$ cat config.mk
export PLATFORM = sky130hd
export DESIGN_NAME = ram_top
export DESIGN_NICKNAME = d
export VERILOG_FILES = /design/src/rtl/ram_top_pkg.sv /design/src/rtl/ram_top_seg7_scan.sv /design/src/rtl/ram_top.sv
export SDC_FILE = /design/constraint.sdc
export NUM_CORES = 1
export LEC_CHECK = 0
export ABC_CLOCK_PERIOD_IN_PS = 8350
export CAP_MARGIN = 40
export CORE_ASPECT_RATIO = 0.8
export CORE_UTILIZATION = 40
export DETAILED_ROUTE_END_ITERATION = 10
export PLACE_DENSITY_LB_ADDON = 0.1
export SYNTH_ARGS = -nofsm -noshare
export SYNTH_HDL_FRONTEND = slang
export SYNTH_SLANG_ARGS = --single-unit
$ cat constraint.sdc
create_clock -name clk -period 8.35 [get_ports clk]
set_input_delay 1.2525 -clock clk [delete_from_list [all_inputs] [get_ports clk]]
set_output_delay 1.2525 -clock clk [all_outputs]
set_load 0.01 [all_outputs]
$ cat src/rtl/ram_top_pkg.sv
// ram_top_pkg: write-data constants, memory depth and seven-segment decode table
package ram_top_pkg;
    localparam int MEM_WORDS = 64;
    localparam logic [3:0][31:0] WDATA = {32'hFFFF_FFFF, 32'h89AB_CDEF, 32'h1234_5678, 32'h0000_0000};
    // gfedcba, active-low, indexed by hex digit (entry 15 first)
    localparam logic [15:0][6:0] SEG7 = {
        7'b0001110, 7'b0000110, 7'b0100001, 7'b1000110,
        7'b0000011, 7'b0001000, 7'b0010000, 7'b0000000,
        7'b1111000, 7'b0000010, 7'b0010010, 7'b0011001,
        7'b0110000, 7'b0100100, 7'b1111001, 7'b1000000
    };
endpackage

$ cat src/rtl/ram_top_seg7_scan.sv
// seg7_scan: free-running scan of a 16-bit value onto a 4-digit active-low display
module seg7_scan
    import ram_top_pkg::*;
#(
    parameter int SCAN_BITS = 18
) (
    input  logic        clk,
    input  logic        rst,
    input  logic [15:0] value,
    output logic [3:0]  AN,
    output logic [7:0]  seg
);
    logic [SCAN_BITS-1:0] cnt;
    logic [1:0] dsel;
    logic [3:0] nib;

    always_ff @(posedge clk or posedge rst)
        if (rst) cnt <= '0;
        else     cnt <= cnt + SCAN_BITS'(1);

    assign dsel = cnt[SCAN_BITS-1 -: 2];

    always_comb begin
        AN  = ~(4'b0001 << dsel);
        nib = value[{dsel, 2'b00} +: 4];
        seg = {1'b1, SEG7[nib]};
    end
endmodule

$ cat src/rtl/ram_top.sv
// ram_top: 64x32 data RAM written from fixed constants on a debounced strobe, shown on seven-segment
module ram_top
    import ram_top_pkg::*;
#(
    parameter int SCAN_BITS = 18
) (
    input  logic       clk,
    input  logic       rst,
    input  logic       Mem_Write,
    input  logic [7:2] DM_Addr,
    input  logic [1:0] MW_Data_s,
    input  logic       clk_dm,
    output logic [3:0] AN,
    output logic [7:0] seg
);
    logic [31:0] mem [MEM_WORDS];
    logic [31:0] rdata;
    logic s1, s2, e;
    logic [1:0] arm;
    logic wr_pulse;

    // arm keeps a strobe already high at reset release from looking like a fresh edge
    always_ff @(posedge clk or posedge rst)
        if (rst) begin
            {s1, s2, e} <= 3'b000;
            arm <= 2'd0;
        end else begin
            {s1, s2, e} <= {clk_dm, s1, s2};
            if (arm != 2'd3) arm <= arm + 2'd1;
        end

    assign wr_pulse = s2 & ~e & (arm == 2'd3);

    always_ff @(posedge clk or posedge rst)
        if (rst) begin
            for (int i = 0; i < MEM_WORDS; i++) mem[i] <= '0;
        end else if (wr_pulse && Mem_Write) begin
            mem[DM_Addr] <= WDATA[MW_Data_s];
        end

    assign rdata = mem[DM_Addr];

    seg7_scan #(.SCAN_BITS(SCAN_BITS)) u_scan (
        .clk  (clk),
        .rst  (rst),
        .value(rdata[15:0]),
        .AN   (AN),
        .seg  (seg)
    );
endmodule

=== After elaboration in Yosys (flattened, before gate mapping) ===
Memories as Yosys holds them, arrays and structs flattened.
Index checks and enable logic that the tools add are counted.

* Add/subtract/negate cells: 2
* $lt $le $gt $ge: 4
* Equal/unequal tests: 2
* Shift operators: 2
* Multiplexer cells: 9
* Bitwise logic cells: 5
* Reduce and logical (&&, ||, !) cells: 2

{| class="wikitable"
|+ Operator list
! operator !! count
|-
| 2048-bit bitwise mux || 1
|-
| 32-bit binary-select mux with 6-bit select || 1
|-
| 32-bit demux with 6-bit select || 1
|-
| 32-bit binary-select mux with 2-bit select || 1
|-
| 32-bit two-way mux || 2
|-
| 16-bit two-way mux || 2
|-
| 18-bit by 1-bit adder with 18-bit output, second input constant || 1
|-
| 16-bit by 5-bit indexed part select with 4-bit output || 1
|-
| 7-bit greater-or-equal comparator, second input constant || 1
|-
| 7-bit by 1-bit less-than comparator with 1-bit output, second input constant || 1
|-
| 7-bit two-way mux || 1
|-
| 6-bit inverter with 7-bit output || 1
|-
| 4-bit by 5-bit less-than comparator with 1-bit output, second input constant || 1
|-
| 4-bit inverter || 1
|-
| 1-bit by 2-bit left shift with 4-bit output, first input constant || 1
|-
| 2-bit by 3-bit less-than comparator with 1-bit output, second input constant || 1
|-
| 2-bit by 1-bit adder with 2-bit output, second input constant || 1
|-
| 1-bit bitwise AND || 2
|-
| 2-bit equality test, second input constant || 1
|-
| 1-bit logical AND || 2
|-
| 2-bit != test, second input constant || 1
|-
| 1-bit inverter || 1
|}

* Flip-flop bits (word level): 2071
* ROM bits: 112
* Input bits: 12
* Output and inout bits: 12
* Logic and storage cells: 96
* Memories kept: 1

{| class="wikitable"
|+ Memory list
! name !! words !! width !! read ports !! clocked after Yosys merged registers in !! wr ports !! line !! RTL
|-
| (no name shown) || 16 || 7 || 1 || 0 || 0 || ram_top_seg7_scan.sv:26 || <nowiki>seg = {1'b1, SEG7[nib]};</nowiki>
|}

=== Longest topological paths before layout ===
Gate-level depths: netlist of the first run.

* Depth in word-level cells: 7
* Gate-level depth with buffers: 17

=== Modules after synthesis ===
From an unflattened synthesis of the first run, not the netlist that was laid out.

* Cell total of the unflattened synthesis: 1001
* Area, all modules: 13380.3 um2

{| class="wikitable"
|+ By module, submodules not included
! module !! times used !! cells an instance !! area an instance (um2)
|-
| ram_top || 1 || 897 || 12239.2
|-
| seg7_scan || 1 || 104 || 1141.1
|}

=== Least setup slack after synthesis of the first run ===
No wires, ideal clock.

* Path type: input-to-output
* From: input port DM_Addr[4] (netlist bit)
* To: output port seg[4]
* Data arrival time: 4263 ps
* Data required time: 7098 ps
* Setup slack: 2835 ps
* Stages: 14
* Cell sequence: buf_2 -> buf_2 -> mux2_1 -> a221o_1 -> a222oi_1 -> o22ai_1 -> nor4_1 -> nand3b_1 -> nand4_1 -> inv_1 -> ha_1 -> mux2i_1 -> a22oi_1 -> o221ai_1

* Word-level cells in the longest chain between the ends: 7

{| class="wikitable"
|+ RTL lines
! item !! line !! RTL
|-
| start: declaration || ram_top.sv:10 || <nowiki>input logic [7:2] DM_Addr,</nowiki>
|-
| 6-bit inverter with 7-bit output (not written as such) || ram_top.sv:41 || <nowiki>assign rdata = mem[DM_Addr];</nowiki>
|-
| 32-bit binary-select mux with 6-bit select || ram_top.sv:41 ||
|-
| 16-bit two-way mux (not written as such) (2 in a row) || ram_top.sv:41 ||
|-
| 16-bit by 5-bit indexed part select with 4-bit output || ram_top_seg7_scan.sv:25 || <nowiki>nib = value[{dsel, 2'b00} +: 4];</nowiki>
|-
| memory read 16 x 7 bit || - ||
|-
| 7-bit two-way mux (not written as such) || ram_top_seg7_scan.sv:26 ||
|-
| end: declaration || ram_top.sv:14 || <nowiki>output logic [7:0] seg</nowiki>
|}

Every way passes these cells. The select of a mux whose other input is x is not followed.

=== Worst setup path after layout of the first run ===
Same ends and word-level chain as after synthesis.

==> summary.md, run 1 <==
| Metric | Value |
|---|---|
| Total setup buffers inserted after CTS | 0 |
| Skew-Pair Late Insertion Delay | 0.58 ns |
| Top Ports | 24 |
| Required time of the critical path | 7.10 ns |
| Number of resized instances in the post-cts repair step | 0 |
| Die width | 204.9 µm |
| Sequential group share of total power | 45.3% |
| Synth Register Bits | 279 |
| Count of final setup violators | 0 |
| Starting density of the core | 40.57% |
| Largest area contributor in the netlist | dfrtp_1 |
| Slew at the pin closest to its max-slew limit | 1.044 ns |
| Htree depth | 1 |
| First-iteration detailed-routing DRC count | 814 |
| Number of antenna violations at the first check in global routing | 0 |
| Combined global-route utilization of all metal layers | 24.03% |
| Cts hold-fix bufs | 0 |
| Crit-path max FO | 54 |
| Number of remaining DRC errors | 0 |
| Max-capacitance violation count | 0 |
| First-pass GRT wire length | 60000 µm |
| Final setup margin | 1.433 ns |
| Final critical-path required period | 6.917 ns |
| Pre-CTS worst setup slack | 1.440 ns |
| Combinational family with the most area after synthesis | multiplexers |
| Total negative slack for setup checks | 0 ns |
| Count of antenna diodes in the layout | 0 |
| Total clock buffers created by CTS | 30 |
| Die Area | 33680 µm² |
| Switching share of power | 24.53% |
| Combinational Power Share | 8.8% |
| Clock tree from TritonCTS | done |
| Average via count per standard cell | 5.765 |
| Clock tree buffer depth | 3 |
| Root buffer selected by CTS | clkbuf_16 |
| Final Wtd Congestion | 0.8678 |
| Portion of the post-synthesis area used by sequential elements | 52.99% |
| Total routed wirelength | 39040 µm |
| Maximum number of pins on one net before global-route repair | 167 |
| Number of different library cells in the post-synthesis netlist | 64 |
| Vias in the first global route | 9074 |
| Reported net switching power | 0.7832 mW |
| FP Rows | 59 |
| Nets | 1164 |
| Period Utilization, post-route | 82.84% |
| Most used flip-flop cell after synthesis | dfrtp_1 |
| Endpoints failing hold | 0 |
| Arrival time at the worst endpoint | 5.66 ns |
| Fraction of the mapped netlist area in adder cells | 0.8546% |
| Synthesis warning total | 0 |
| Number of enable flip-flop cells after synthesis | 0 |
| Hold Crit Class | flip-flop to flip-flop |
| Number of buffer cells added on primary ports | 22 |
| Crit path capture type | output port |
| Reported leakage power | 6.875 nW |
| Iteration count of the initial detailed-routing pass | 5 |
| Post-Synthesis Mean Instance Area | 11.65 µm² |
| Number of pins with negative max-slew slack in the final report | 0 |
| Kind of start point of the critical path | primary input |
| Minimum hold slack | 0.3485 ns |
| Pwr dens | 213.3 nW/µm² |
| Remaining antenna violation count | 0 |
| Synthesis-to-layout area growth | 13.56% |
| Clock transition at the registers of the reported paths | 0.06 ns |
| Final routed wire length divided by cell count | 24.49 µm |
| Clock power share | 45.9% |
| Post-Synthesis Cells | 1131 |
| Normalized max-slew margin | 30.38% |
| Synthesized-area fraction occupied by and/or/nand/nor cells | 10.23% |
| Final worst clock skew | 0.02171 ns |
| Post-synthesis share of cell area spent on xor and xnor gates | 1.130% |
| Netlist area before placement | 13180 µm² |
| Top cells by area, synth | dfrtp_1, mux2_2, nor2_1, mux2i_1, nand2_1 |
| Area of the placeable core | 32480 µm² |
| Ranking of synthesized cells by instance count | dfrtp_1, mux2_2, nor2_1 |
| Vias | 9189 |
| RSZ-0062 raised after global routing | no |
| Tot Pwr | 3.192 mW |
| Most common cell in the netlist | dfrtp_1 |
| GRT overflow | 0 |
| Maximum ir drop on the vdd rail | 161.6 µV |
| Peak Freq | 0.1446 GHz |
| Post-synthesis async set-or-reset flop share | 100.0% |
| Internal power summed over all cells | 2.409 mW |
| Proportion of layout cells with a drive suffix above 1 | 25.36% |
| Proportion of synthesized area in mux cells | 21.43% |
| Die Span Y | 164.3 µm |
| Synthesized-area fraction occupied by ao, oa, aoi and oai cells | 10.70% |
| Result of the run | finished clean |
| Critical path class | primary input to output port |
| Final HPWL DP | 25710 µm |
| Fraction of synthesized cell area taken by the top area cell type | 52.99% |
| Mapped Nets | 1152 |
| Clk sink count | 279 |
==> layout by cell type, fill, tap and decap left out, types with 10 or more instances in the layout <==
master           instances
dfrtp_1                279
mux2_2                 183
nor2_1                 107
nand2_1                 93
a21oi_1                 57
o21ai_0                 55
mux2i_1                 35
clkbuf_16               30
buf_4                   22
clkdlybuf4s50_1         17
nand3_1                 16
a221oi_1                16
xnor2_1                 15
mux4_2                  15
nand2b_1                14
o22ai_1                 14
a221o_1                 11
inv_1                   10
==> cell families (layout without fill, tap and decap cells) <==
family	after synthesis	after routing
and+or+nand+nor	291	291
DFF	279	279
muxes	238	238
AOI/OAI and AO/OA	215	215
buffers and inverters	81	117
xor gates and xnor gates	17	17
adders and majority gates	9	9
other	1	1
==> state kept, by name, indices dropped and copies added, names as in the netlist <==
name / flops
u_scan.cnt: 18
s2: 1
mem: 256
e: 1
s1: 1
arm: 2
==> worst max-delay path, cell delays in order <==
cell and delay [ns]:
buf_4 0.56, inv_1 0.56, and3_1 0.32, o311ai_0 0.64, nor4b_4 0.54, nand2_1 0.10, nand4_1 0.27, inv_1 0.13
ha_1 0.25, mux2i_1 0.14, a22oi_1 0.08, o221ai_1 0.19, clkdlybuf4s50_1 0.56
==> power groups by stage <==
stage,registers [mW],logic (mW),clock network (mW)
2_1_floorplan,1.46,0.186,0
3_3_place_gp,1.47,0.276,0
3_5_place_dp,1.47,0.282,0
4_1_cts,1.44,0.282,1.50
5_1_grt,1.45,0.306,1.55
6_report,1.44,0.281,1.47
==> metrics by stage <==
step | utilization, % | cell area, µm² | instances
floorplan | - | 13180 | 1131
global placement | 42.46 | 13790 | 1533
detailed placement | 42.68 | 13860 | 1538
CTS | 46.07 | 14960 | 1594
global route | 46.07 | 14960 | 1594
finish | 46.07 | 14960 | 1594
==> final timing paths <==
| check | startpoint | to | slack [ns] | cells after the start |
|---|---|---|---|---|
| setup / recovery | DM_Addr[4] | seg[4] | 1.43 | 13 |
| min in group asynchronous | rst | mem[1871]$_DFFE_PP0P_ | 1.06 | 2 |
| max in group asynchronous | rst | mem[1421]$_DFFE_PP0P_ | 6.04 | 3 |
| hold / removal | s1$_DFF_PP0_ | s2$_DFF_PP0_ | 0.35 | 0 |
| hold reg to reg | s1$_DFF_PP0_ | s2$_DFF_PP0_ | 0.35 | 0 |
| setup reg to reg | arm[0]$_DFFE_PP0P_ | mem[108]$_DFFE_PP0P_ | 5.67 | 5 |
==> area by class of cell <==
class                   instances  area, µm²
multi-input cells             771       5854
flip-flops and latches        279       6982
clock inverters                14      215.2
inverters                      13      52.55
fillers                      3058      17520
repair buffers                 48      439.2
well taps                     427      534.3
clock buffers                  42      885.9
==> metal layers <==
layer	global-route usage (%)	vias up	wire, µm
met1	38.15	4711	19700
met4	6.061	0	892
met5	0	-	0
li1	-	4135	-
met3	4.206	64	2413
met2	33.23	279	16030
Note: power is estimated with default switching activity, not from simulation.
==> run 2: changes to the inputs <==
--- a/config.mk
+++ b/config.mk
@@ -5,7 +5,7 @@
 export SDC_FILE = /design/constraint.sdc
 export NUM_CORES = 1
 export LEC_CHECK = 0
-export ABC_CLOCK_PERIOD_IN_PS = 8350
+export ABC_CLOCK_PERIOD_IN_PS = 6300
 export CAP_MARGIN = 40
 export CORE_ASPECT_RATIO = 0.8
 export CORE_UTILIZATION = 40
==> constraint.sdc (replaced) <==
create_clock -name clk -period 6.3 [get_ports clk]
set_input_delay 0.945 -clock clk [delete_from_list [all_inputs] [get_ports clk]]
set_output_delay 0.945 -clock clk [all_outputs]
set_load 0.01 [all_outputs]
==> run 2 against run 1 <==
  * Non-clock buffer count is 20 higher
  * Die area stayed put
  * Critical path type unchanged
  * Critical endpoint is now seg[1]
  * Combinational power increased by 37%
==> summary.md, run 2 (synthesis gave the netlist of run 1 again) <==
| Metric | Value |
|---|---|
| Number of pins with negative max-slew slack in the final report | 0 (unchanged) |
| Slew at the pin closest to its max-slew limit | 0.9506 ns (-0.09366 ns) |
| Root buffer selected by CTS | clkbuf_16 |
| Number of fill cells in the layout | 3018 (-1.3%) |
| Result of the run | finished clean |
| FP Rows | 59 (unchanged) |
| First-pass GRT wire length | 59610 µm (-0.65%) |
| First-iteration detailed-routing DRC count | 646 (-21%) |
| Iteration count of the initial detailed-routing pass | 6 (+1) |
| Final critical-path required period | 5.914 ns |
| Met2 routing resource usage after global routing | 34.81% (+1.6 points) |
| Cts hold-fix bufs | 0 (unchanged) |
| Footprint of the multi-input gates | 5854 µm² (unchanged) |
| Met1 routing resource usage after global routing | 36.09% (-2.1 points) |
| Max FFs per register | 256 (unchanged) |
| Number of buffer cells added on primary ports | 22 (unchanged) |
| Required time of the critical path | 5.35 ns (-1.75 ns) |
| Maximum ir drop on the vdd rail | 206.2 µV (+28%) |
| Average via count per standard cell | 5.647 (-2.0%) |
| Grt met3 use | 5.655% (+1.4 points) |
| Clock transition at the registers of the reported paths | 0.06 ns (about the same) |
| Combined global-route utilization of all metal layers | 23.96% (-0.076 points) |
| Nets | 1182 (+1.5%) |
| Number of resized instances in the post-cts repair step | 0 (unchanged) |
| Critical path class | primary input to output port |
| Peak Freq | 0.1691 GHz |
| Count of antenna diodes in the layout | 0 (unchanged) |
| Clock tree buffer depth | 3 (unchanged) |
| CP max-delay cell | o311ai_0 |
| Period Utilization, post-route | 93.87% |
| Endpoints failing hold | 0 (unchanged) |
| # placed instances | 1558 (+1.3%) |
| Clk sink count | 279 (unchanged) |
| Highest cell delay on the worst timing path | 0.56 ns (-0.08 ns) |
| Most common cell after layout, fill and taps aside | dfrtp_1 |
| Count of final setup violators | 0 (unchanged) |
| Die Span Y | 164.3 µm (unchanged) |
| Final routed wire length divided by cell count | 24.30 µm (-0.78%) |
| Final Wtd Congestion | 0.8981 (+3.5%) |
| Number of remaining DRC errors | 0 (unchanged) |
| Skew-Pair Late Insertion Delay | 0.57 ns (about the same) |
| Total negative slack for setup checks | 0 ns (unchanged) |
| Number of antenna violations at the first check in global routing | 1 (+1) |
| Vias | 9081 (-1.2%) |
| Finished Cell Area | 14960 µm² (about the same) |
| GRT overflow | 0 (unchanged) |
| Registers with the most flip-flops | mem: 256 flops, u_scan.cnt: 18 flops, arm: 2 flops |
| Routing layer with the top usage in global route | met1 |
| Top Ports | 24 (unchanged) |
| Pwr dens | 267.5 nW/µm² (+25%) |
| Remaining antenna violation count | 0 (unchanged) |
| Htree depth | 1 (unchanged) |
| Dominant cell type by count on the critical path | buf_4 |
| Final worst clock skew | 0.01391 ns (-0.007801 ns) |
| Total routed wirelength | 39070 µm (about the same) |
| Commonest non-fill, non-tap cells in the layout | dfrtp_1, mux2_2, nor2_1 |
| Count of placed standard cells in the final layout, fillers left out | 1608 (+0.88%) |
| Proportion of layout cells with a drive suffix above 1 | 25.91% (+0.55 points) |
| Crit path capture type | output port |
| Area of the placeable core | 32480 µm² (unchanged) |
| Instance area after placement | 14030 µm² (+1.2%) |
| Vias in the first global route | 9125 (+0.56%) |
| Arrival time at the worst endpoint | 4.97 ns (-0.69 ns) |
| Biggest register | mem |
| Max-capacitance violation count | 0 (unchanged) |
| Reported leakage power | 6.889 nW (+0.21%) |
| Die width | 204.9 µm (unchanged) |
| Final HPWL DP | 26330 µm (+2.4%) |
| Synthesis-to-layout area growth | 13.50% (about the same) |
| Kind of start point of the critical path | primary input |
| Die Area | 33680 µm² (unchanged) |
| Starting density of the core | 40.57% (unchanged) |
| Total setup buffers inserted after CTS | 0 (unchanged) |
| Clock tree from TritonCTS | done |
| Worst-path cell chain | buf_4, buf_4, mux2_2, a22oi_1, nor2_1, o311ai_0, buf_4, nor4b_4, inv_1, nor2_1, a21oi_1, ha_1, or3_1, o221ai_1, clkdlybuf4s50_1 |
| Normalized max-slew margin | 36.14% (+5.8 points) |
| Crit-path max FO | 25 (-54%) |
| Total clock buffers created by CTS | 28 (-6.7%) |
| Area of all sequential standard cells | 6982 µm² (unchanged) |
| RSZ-0062 raised after global routing | no |
| Maximum number of pins on one net before global-route repair | 146 (-13%) |
| Hold Crit Class | flip-flop to flip-flop |
==> run 2: cell types whose count changed in the layout (fill, tap and decap cells not counted), moves of 2 or more <==
cell / change
buf_4: +20
clkbuf_1: +4
buf_12: +3
bufinv_16: -3
clkbuf_16: -2
clkbuf_8: -2
==> run 2: routing by layer <==
metal / vias up / share of wire [%]
met5: - / 0.033
met4: 2 / 1.8
met3: 53 / 5.8
met2: 197 / 43
met1: 4670 / 50
li1: 4159 / -
==> run 2: final timing paths <==
path | from | to | slack, ns | depth (start not counted)
worst max register to register | arm[0]$_DFFE_PP0P_ | mem[1036]$_DFFE_PP0P_ | 3.27 | 5
min in group asynchronous | rst | mem[1743]$_DFFE_PP0P_ | 0.72 | 2
worst max-delay path | DM_Addr[4] | seg[1] | 0.39 | 15
worst min-delay path | s1$_DFF_PP0_ | s2$_DFF_PP0_ | 0.35 | 0
max in group asynchronous | rst | mem[556]$_DFFE_PP0P_ | 4.15 | 4
worst min register to register | s1$_DFF_PP0_ | s2$_DFF_PP0_ | 0.35 | 0
==> run 2: stage by stage <==
stage / setup slack [ns] / util (%) / power, mW / hold slack [ns]
after floorplan: 1.400 / - / 2.176 / 0.3312
after global placement: 0.4153 / 43.10 / 2.326 / 0.3345
after detailed placement: 0.3946 / 43.19 / 2.331 / 0.3370
after CTS: 0.3853 / 46.04 / 4.043 / 0.3506
after global routing: 0.1048 / 46.04 / 4.153 / 0.3601
final: 0.3862 / 46.04 / 4.001 / 0.3483
==> run 2: final cells by class <==
type,instances,share of cell area [%]
sequential,279,46.68
multi-input combinational,771,39.14
clock buffer,42,5.505
timing repair buffer,68,4.049
tap,427,3.572
clock inverter,8,0.6944
inverter,13,0.3514
==> run 2: power by group <==
| part | internal [mW] | total (mW) | switching (mW) |
|---|---|---|---|
| clock | 0.982 | 1.70 | 0.721 |
| sequential | 1.87 | 1.91 | 0.0463 |
| combinational | 0.149 | 0.384 | 0.235 |
==> run 2: critical path: cells and delay by family <==
kind,cells,cell delay (ns)
multiplexers,1,0.37
adder cells (fa/ha/maj),1,0.21
AND/OR/NAND/NOR,4,1.00
AO/OA/AOI/OAI,4,0.92
buffers and inverters,5,1.49
